===== src/rtl/snitch_icache_l0_mo.sv =====
// L0 instruction cache for one fetch port with several ID-tracked refills in
// flight, next-line prefetch and per-line bus-error capture.
module snitch_icache_l0_mo #(
  parameter int unsigned FETCH_AW       = 48,
  parameter int unsigned FETCH_DW       = 32,
  parameter int unsigned LINE_WIDTH     = 128,
  parameter int unsigned LINE_COUNT     = 4,
  parameter int unsigned MAX_PENDING    = 2,
  parameter int unsigned PREFETCH_DEPTH = 1,
  parameter int unsigned ID_WIDTH       = 4,
  parameter int unsigned L0_ID          = 0
) (
  input  logic                  clk_i,
  input  logic                  rst_ni,
  input  logic                  flush_valid_i,
  input  logic                  enable_prefetching_i,
  input  logic [FETCH_AW-1:0]   in_addr_i,
  input  logic                  in_valid_i,
  output logic [FETCH_DW-1:0]   in_data_o,
  output logic                  in_ready_o,
  output logic                  in_error_o,
  output logic [FETCH_AW-1:0]   out_req_addr_o,
  output logic [ID_WIDTH-1:0]   out_req_id_o,
  output logic                  out_req_valid_o,
  input  logic                  out_req_ready_i,
  input  logic [LINE_WIDTH-1:0] out_rsp_data_i,
  input  logic                  out_rsp_error_i,
  input  logic [ID_WIDTH-1:0]   out_rsp_id_i,
  input  logic                  out_rsp_valid_i,
  output logic                  out_rsp_ready_o
);
  localparam int unsigned LA = $clog2(LINE_WIDTH / 8);
  localparam int unsigned FA = $clog2(FETCH_DW / 8);
  localparam int unsigned TW = FETCH_AW - LA;
  localparam int unsigned LW = $clog2(LINE_COUNT);
  localparam int unsigned SW = (MAX_PENDING > 1) ? $clog2(MAX_PENDING) : 1;

  typedef enum logic [1:0] {L_INV, L_PEND, L_VAL} lstate_e;

  lstate_e               r_st        [LINE_COUNT];
  logic [TW-1:0]         r_tag       [LINE_COUNT];
  logic [LINE_WIDTH-1:0] r_data      [LINE_COUNT];
  logic [LINE_COUNT-1:0] r_err, r_drop;
  logic [MAX_PENDING-1:0] r_slot_vld;
  logic [LW-1:0]         r_slot_line [MAX_PENDING];
  logic                  r_req_vld;
  logic [TW-1:0]         r_req_tag;
  logic [SW-1:0]         r_req_slot;
  logic [LW-1:0]         r_ptr;

  logic [TW-1:0]    w_in_tag;
  logic [LA-FA-1:0] w_woff;
  logic             w_hit, w_pmatch, w_miss;
  logic [LW-1:0]    w_hit_idx;
  logic             w_pf_vld;
  logic [TW-1:0]    w_pf_tag;
  logic             w_vic_vld;
  logic [LW-1:0]    w_vic;
  logic             w_slot_free;
  logic [SW-1:0]    w_free_slot;
  logic [SW-1:0]    w_rsp_slot;
  logic             w_rsp_acc;
  logic [LW-1:0]    w_rsp_line;
  logic             w_alloc;
  logic [TW-1:0]    w_alloc_tag;
  logic             w_unused;

  assign w_in_tag   = in_addr_i[FETCH_AW-1:LA];
  assign w_woff     = in_addr_i[LA-1:FA];
  assign w_rsp_slot = out_rsp_id_i[SW-1:0];
  assign w_rsp_line = r_slot_line[w_rsp_slot];
  // Responses to a slot nothing is waiting on (e.g. issued before a reset) are dropped.
  assign w_rsp_acc  = out_rsp_valid_i && (32'(w_rsp_slot) < MAX_PENDING) && r_slot_vld[w_rsp_slot];
  assign w_unused   = ^{in_addr_i[FA-1:0], out_rsp_id_i};

  // Tag lookup: hit on VALID lines, stall on a line already being refilled.
  always_comb begin
    w_hit = 1'b0; w_hit_idx = '0; w_pmatch = 1'b0;
    for (int i = 0; i < LINE_COUNT; i++) begin
      if (r_tag[i] == w_in_tag) begin
        if (r_st[i] == L_VAL) begin w_hit = 1'b1; w_hit_idx = LW'(i); end
        if (r_st[i] == L_PEND) w_pmatch = 1'b1;
      end
    end
    w_hit    = w_hit & in_valid_i;
    w_pmatch = w_pmatch & in_valid_i;
    w_miss   = in_valid_i & ~w_hit & ~w_pmatch;
  end

  // Prefetch candidate: lowest k whose line is neither VALID nor PENDING.
  always_comb begin
    logic [TW-1:0] v_t;
    logic          v_pres;
    v_t = '0; v_pres = 1'b0;
    w_pf_vld = 1'b0; w_pf_tag = '0;
    for (int k = PREFETCH_DEPTH; k >= 1; k--) begin
      v_t    = w_in_tag + TW'(k);
      v_pres = 1'b0;
      for (int i = 0; i < LINE_COUNT; i++)
        if (r_st[i] != L_INV && r_tag[i] == v_t) v_pres = 1'b1;
      if (!v_pres) begin w_pf_vld = 1'b1; w_pf_tag = v_t; end
    end
    w_pf_vld = w_pf_vld & w_hit & enable_prefetching_i;
  end

  // Victim: round-robin from r_ptr, never a line in flight, hit now, or filled now.
  always_comb begin
    logic [LW-1:0] v_idx;
    v_idx = '0; w_vic_vld = 1'b0; w_vic = '0;
    for (int k = LINE_COUNT - 1; k >= 0; k--) begin
      v_idx = r_ptr + LW'(k);
      if (r_st[v_idx] != L_PEND && !(w_hit && v_idx == w_hit_idx) &&
          !(w_rsp_acc && v_idx == w_rsp_line)) begin
        w_vic_vld = 1'b1; w_vic = v_idx;
      end
    end
  end

  // Lowest free refill slot.
  always_comb begin
    w_slot_free = 1'b0; w_free_slot = '0;
    for (int s = MAX_PENDING - 1; s >= 0; s--)
      if (!r_slot_vld[s]) begin w_slot_free = 1'b1; w_free_slot = SW'(s); end
  end

  // Demand misses take priority over prefetch; a flush blocks allocation this cycle.
  assign w_alloc     = ~flush_valid_i & ~r_req_vld & w_slot_free & w_vic_vld & (w_miss | w_pf_vld);
  assign w_alloc_tag = w_miss ? w_in_tag : w_pf_tag;

  // Line, slot and request-register state.
  always_ff @(posedge clk_i or negedge rst_ni) begin
    if (!rst_ni) begin
      for (int i = 0; i < LINE_COUNT; i++) begin
        r_st[i] <= L_INV; r_tag[i] <= '0; r_data[i] <= '0;
      end
      for (int s = 0; s < MAX_PENDING; s++) r_slot_line[s] <= '0;
      r_err <= '0; r_drop <= '0; r_slot_vld <= '0;
      r_req_vld <= 1'b0; r_req_tag <= '0; r_req_slot <= '0; r_ptr <= '0;
    end else begin
      if (r_req_vld && out_req_ready_i) r_req_vld <= 1'b0;
      if (flush_valid_i) begin
        for (int i = 0; i < LINE_COUNT; i++) begin
          if (r_st[i] == L_VAL) begin r_st[i] <= L_INV; r_err[i] <= 1'b0; end
          if (r_st[i] == L_PEND) r_drop[i] <= 1'b1;
        end
      end
      if (w_alloc) begin
        r_st[w_vic]              <= L_PEND;
        r_tag[w_vic]             <= w_alloc_tag;
        r_err[w_vic]             <= 1'b0;
        r_drop[w_vic]            <= 1'b0;
        r_slot_vld[w_free_slot]  <= 1'b1;
        r_slot_line[w_free_slot] <= w_vic;
        r_req_vld                <= 1'b1;
        r_req_tag                <= w_alloc_tag;
        r_req_slot               <= w_free_slot;
        r_ptr                    <= w_vic + LW'(1);
      end
      // A response racing a flush, or arriving after one, leaves its line empty.
      if (w_rsp_acc) begin
        r_slot_vld[w_rsp_slot] <= 1'b0;
        if (flush_valid_i || r_drop[w_rsp_line]) begin
          r_st[w_rsp_line]   <= L_INV;
          r_drop[w_rsp_line] <= 1'b0;
          r_err[w_rsp_line]  <= 1'b0;
        end else begin
          r_st[w_rsp_line]   <= L_VAL;
          r_data[w_rsp_line] <= out_rsp_data_i;
          r_err[w_rsp_line]  <= out_rsp_error_i;
        end
      end
    end
  end

  assign in_ready_o      = w_hit;
  assign in_data_o       = w_hit ? r_data[w_hit_idx][32'(w_woff) * FETCH_DW +: FETCH_DW] : '0;
  assign in_error_o      = w_hit & r_err[w_hit_idx];
  assign out_req_valid_o = r_req_vld;
  assign out_req_addr_o  = {r_req_tag, {LA{1'b0}}};
  assign out_req_id_o    = r_req_vld ? ((ID_WIDTH'(L0_ID) << SW) | ID_WIDTH'(r_req_slot)) : '0;
  assign out_rsp_ready_o = 1'b1;
endmodule


===== config.mk =====
export PLATFORM = sky130hd
export DESIGN_NAME = snitch_icache_l0_mo
export DESIGN_NICKNAME = d
export VERILOG_FILES = /design/src/rtl/snitch_icache_l0_mo.sv
export SDC_FILE = /design/constraint.sdc
export NUM_CORES = 1
export LEC_CHECK = 0
export BUFFER_PORTS_ARGS = -buffer_cell sky130_fd_sc_hd__buf_2
export CAP_MARGIN = 20
export CORE_ASPECT_RATIO = 0.8
export CORE_UTILIZATION = 45
export CTS_BUF_LIST = sky130_fd_sc_hd__clkbuf_16
export CTS_CLUSTER_DIAMETER = 150
export DETAILED_ROUTE_END_ITERATION = 12
export PLACE_DENSITY_LB_ADDON = 0.05
export SLEW_MARGIN = 20
export SYNTH_ARGS = -nofsm -noshare
export SYNTH_HDL_FRONTEND = slang
export SYNTH_SLANG_ARGS = --single-unit

===== constraint.sdc =====
create_clock -name clk_i -period 8.43 [get_ports clk_i]
set_input_delay 1.686 -clock clk_i [delete_from_list [all_inputs] [get_ports clk_i]]
set_output_delay 1.686 -clock clk_i [all_outputs]
set_load 0.05 [all_outputs]

==> impl_metrics.json <==
{
  "outcome": "finished, final reports clean",
  "max_freq_ghz": 0.129,
  "synthTopCellsByArea": "dfrtp_1 (46%), mux2_2 (15%), xor2_1 (4.2%), mux2i_1 (4.1%), mux4_2 (3.5%)",
  "grt_max_degree": 186,
  "fin_worst_skew_ns": 0.0450,
  "hp-class": "flop to flop",
  "path_clk_slew_ns": 0.06,
  "irDropWorstVdd_mv": 0.252,
  "critPathMaxFanout": 43,
  "yosysTopAreaCell": "dfrtp_1",
  "postCtsHoldBufs": 0,
  "cts_root_buffer": "clkbuf_16",
  "p_leak_nw": 20.7,
  "clockBufferDepth": 3,
  "fillers": 7707,
  "viasPerCell": 6.16,
  "relSlewSlack": 0.192,
  "slowest_delay_ns": 0.54,
  "ys_types": 91,
  "synthMostInstantiatedCell": "dfrtp_1",
  "ys_top_cells_by_count": "dfrtp_1 (758), mux2_2 (544), nand2_1 (209), xor2_1 (198), o21ai_0 (168)",
  "clk_latency_ns": 0.67,
  "antenna_found_initial": 27,
  "area_growth_pct": 14.4,
  "finalHoldViolations": 0,
  "gp_congestion": 1.01,
  "firstDrtPassIters": 6,
  "arrival_ns": 6.06,
  "timing.hold.ws_ns": 0.478,
  "path_delay_family": "buffers and inverters",
  "ios": 276,
  "die_h_um": 272,
  "first_global_vias": 30400,
  "drcViolationCount": 0,
  "grt_pass1_wl_mm": 227,
  "wl_per_cell_um": 32.2,
  "track_usage": 0.342,
  "maxCapViolCount": 0,
  "portBuffers": 262,
  "nets": 3874,
  "die_width_um": 340,
  "tns_ns": 0,
  "critPathRequiredTime_ns": 6.74,
  "drive_above_1_share": 0.342,
  "post-cts-setup-buffer-count": 0,
  "crit_buf_inv": 6,
  "cts_buffers": 81,
  "synth_warnings": 0,
  "crit_type": "input port to output port",
  "die-area_um2": 92600,
  "critPathSlowestCell": "mux4_2",
  "worst_slew_pin_slew_ns": 1.20,
  "synth_flop_cell": "dfrtp_1",
  "drt_iter0_drc": 2913,
  "cts_tree": "built",
  "wl_mm": 160,
  "core-area_um2": 89900,
  "setup_viol_count_final": 0,
  "grt.overflow.total": 0,
  "synth.avg_cell_area_um2": 11.9,
  "vias": 30500,
  "fin_crit_sh": 0.919,
  "power_density_nw_per_um2": 337,
  "slew_viol_final": 0,
  "post_cts_resized": 0,
  "syn_inst": 3446,
  "cts_max_level": 3,
  "row_count": 98,
  "yosysSeqAreaShare": 0.461,
  "synth_top_area_frac": 0.461,
  "antenna_left": 0,
  "ys_async_sr_fraction": 1.00,
  "hpwl_mm": 119,
  "crit_path_end_kind": "output port",
  "synth_edf_count": 0,
  "clock-sinks": 758,
  "fin_crit_ns": 7.74,
  "syn-cell-area_um2": 41100,
  "initial_core_util": 0.457,
  "synth-seq-cells": 758,
  "worstPathCellList": "buf_2 > xor2_1 > nor4_1 > buf_4 > nand4_1 > nor3_1 > buf_4 > nor3b_2 > buf_12 > buf_12 > mux2i_1 > o21ai_0 > mux4_2 > mux2i_1 > nor2_1 > buf_2",
  "rsz0062_at_grt": "no",
  "critPathLaunchType": "input port"
}
logic make-up after synthesis:
family,synth area share
compound gates,0.0709
xor+xnor,0.0762
fa+ha+maj,0.00152
buf+inv,0.0316
flops,0.461
mux,0.267
other cells,0.000183
simple gates,0.0914
layout make-up:
cell class                 count  area (µm²)  share of cell area
multi-input combinational   2402       21000               0.446
sequential                   758       19000               0.403
timing repair buffer         400        2760              0.0586
clock buffer                  84        2100              0.0447
tap                         1200        1500              0.0319
clock inverter                63         561              0.0119
inverter                      38         143             0.00303
antenna                        5        12.5            0.000266
sequential cells by signal, summed over array words and instances (netlist names):
register         cells
r_drop               4
r_req_slot           1
r_slot_line          4
r_req_tag           44
r_tag              176
r_st                 8
r_err                4
r_data             512
r_slot_vld           2
r_ptr                2
out_req_valid_o      1
worst paths after layout:
| check | startpoint | endpoint | slack [ns] | cells past startpoint |
|---|---|---|---|---|
| hold / removal | r_req_tag[16] | r_req_tag[16] | 0.48 | 1 |
| hold reg to reg | r_req_tag[16] | r_req_tag[16] | 0.48 | 1 |
| max in group asynchronous | rst_ni | r_data[173] | 5.72 | 3 |
| min in group asynchronous | rst_ni | r_tag[169] | 1.08 | 1 |
| setup reg to reg | r_tag[26] | r_tag[173] | 2.66 | 16 |
| setup / recovery | in_addr_i[9] | in_data_o[17] | 0.69 | 16 |
placed cells by master (no fill, tap or decap), types with 107 or more instances in the layout:
| cell type | instances |
|---|---|
| buf_4 | 107 |
| mux2i_1 | 167 |
| mux2_2 | 544 |
| dfrtp_1 | 758 |
| o21ai_0 | 168 |
| xor2_1 | 197 |
| xnor2_1 | 137 |
| buf_2 | 260 |
| a21oi_1 | 116 |
| nand2_1 | 208 |
power by group:
part	leakage [nW]	total (W)	internal [W]	switching (W)
clock network	1.35	0.00363	0.00208	0.00155
registers	9.71	0.00639	0.00517	0.00121
logic	9.63	0.00585	0.00255	0.00330
total	20.7	0.0159	0.00981	0.00606
through the flow:
step	area [µm²]	power, W	utilization	worst slack, ns	instances
final	47000	0.0159	0.523	0.687	4950
after global routing	47000	0.0165	0.523	0.704	4947
after CTS	47000	0.0158	0.523	0.865	4943
after detailed placement	44300	0.0121	0.493	0.900	4796
after global placement	44300	0.0118	0.493	0.880	4796
after floorplan	41100	0.00969	-	1.54	3452
layer usage:
layer  up-vias  global-route usage  wire length (µm)
li1      13000                   -                 -
met4        24              0.0702              3250
met1     16100               0.534             77100
met2      1190               0.458             63500
met3       220               0.106             15600
met5         -                   0               142
worst register-to-register path: cells and delay by family, from the launching register on:
kind                     cells  cell delay [ns]
XOR/XNOR                     1             0.24
AND/OR/NAND/NOR              7             2.89
adder cells (fa/ha/maj)      1             0.16
buffers and inverters        3             0.81
flip-flops                   1             0.58
AO/OA/AOI/OAI                4             1.02
No activity file was read; power rests on OpenSTA's default activity.
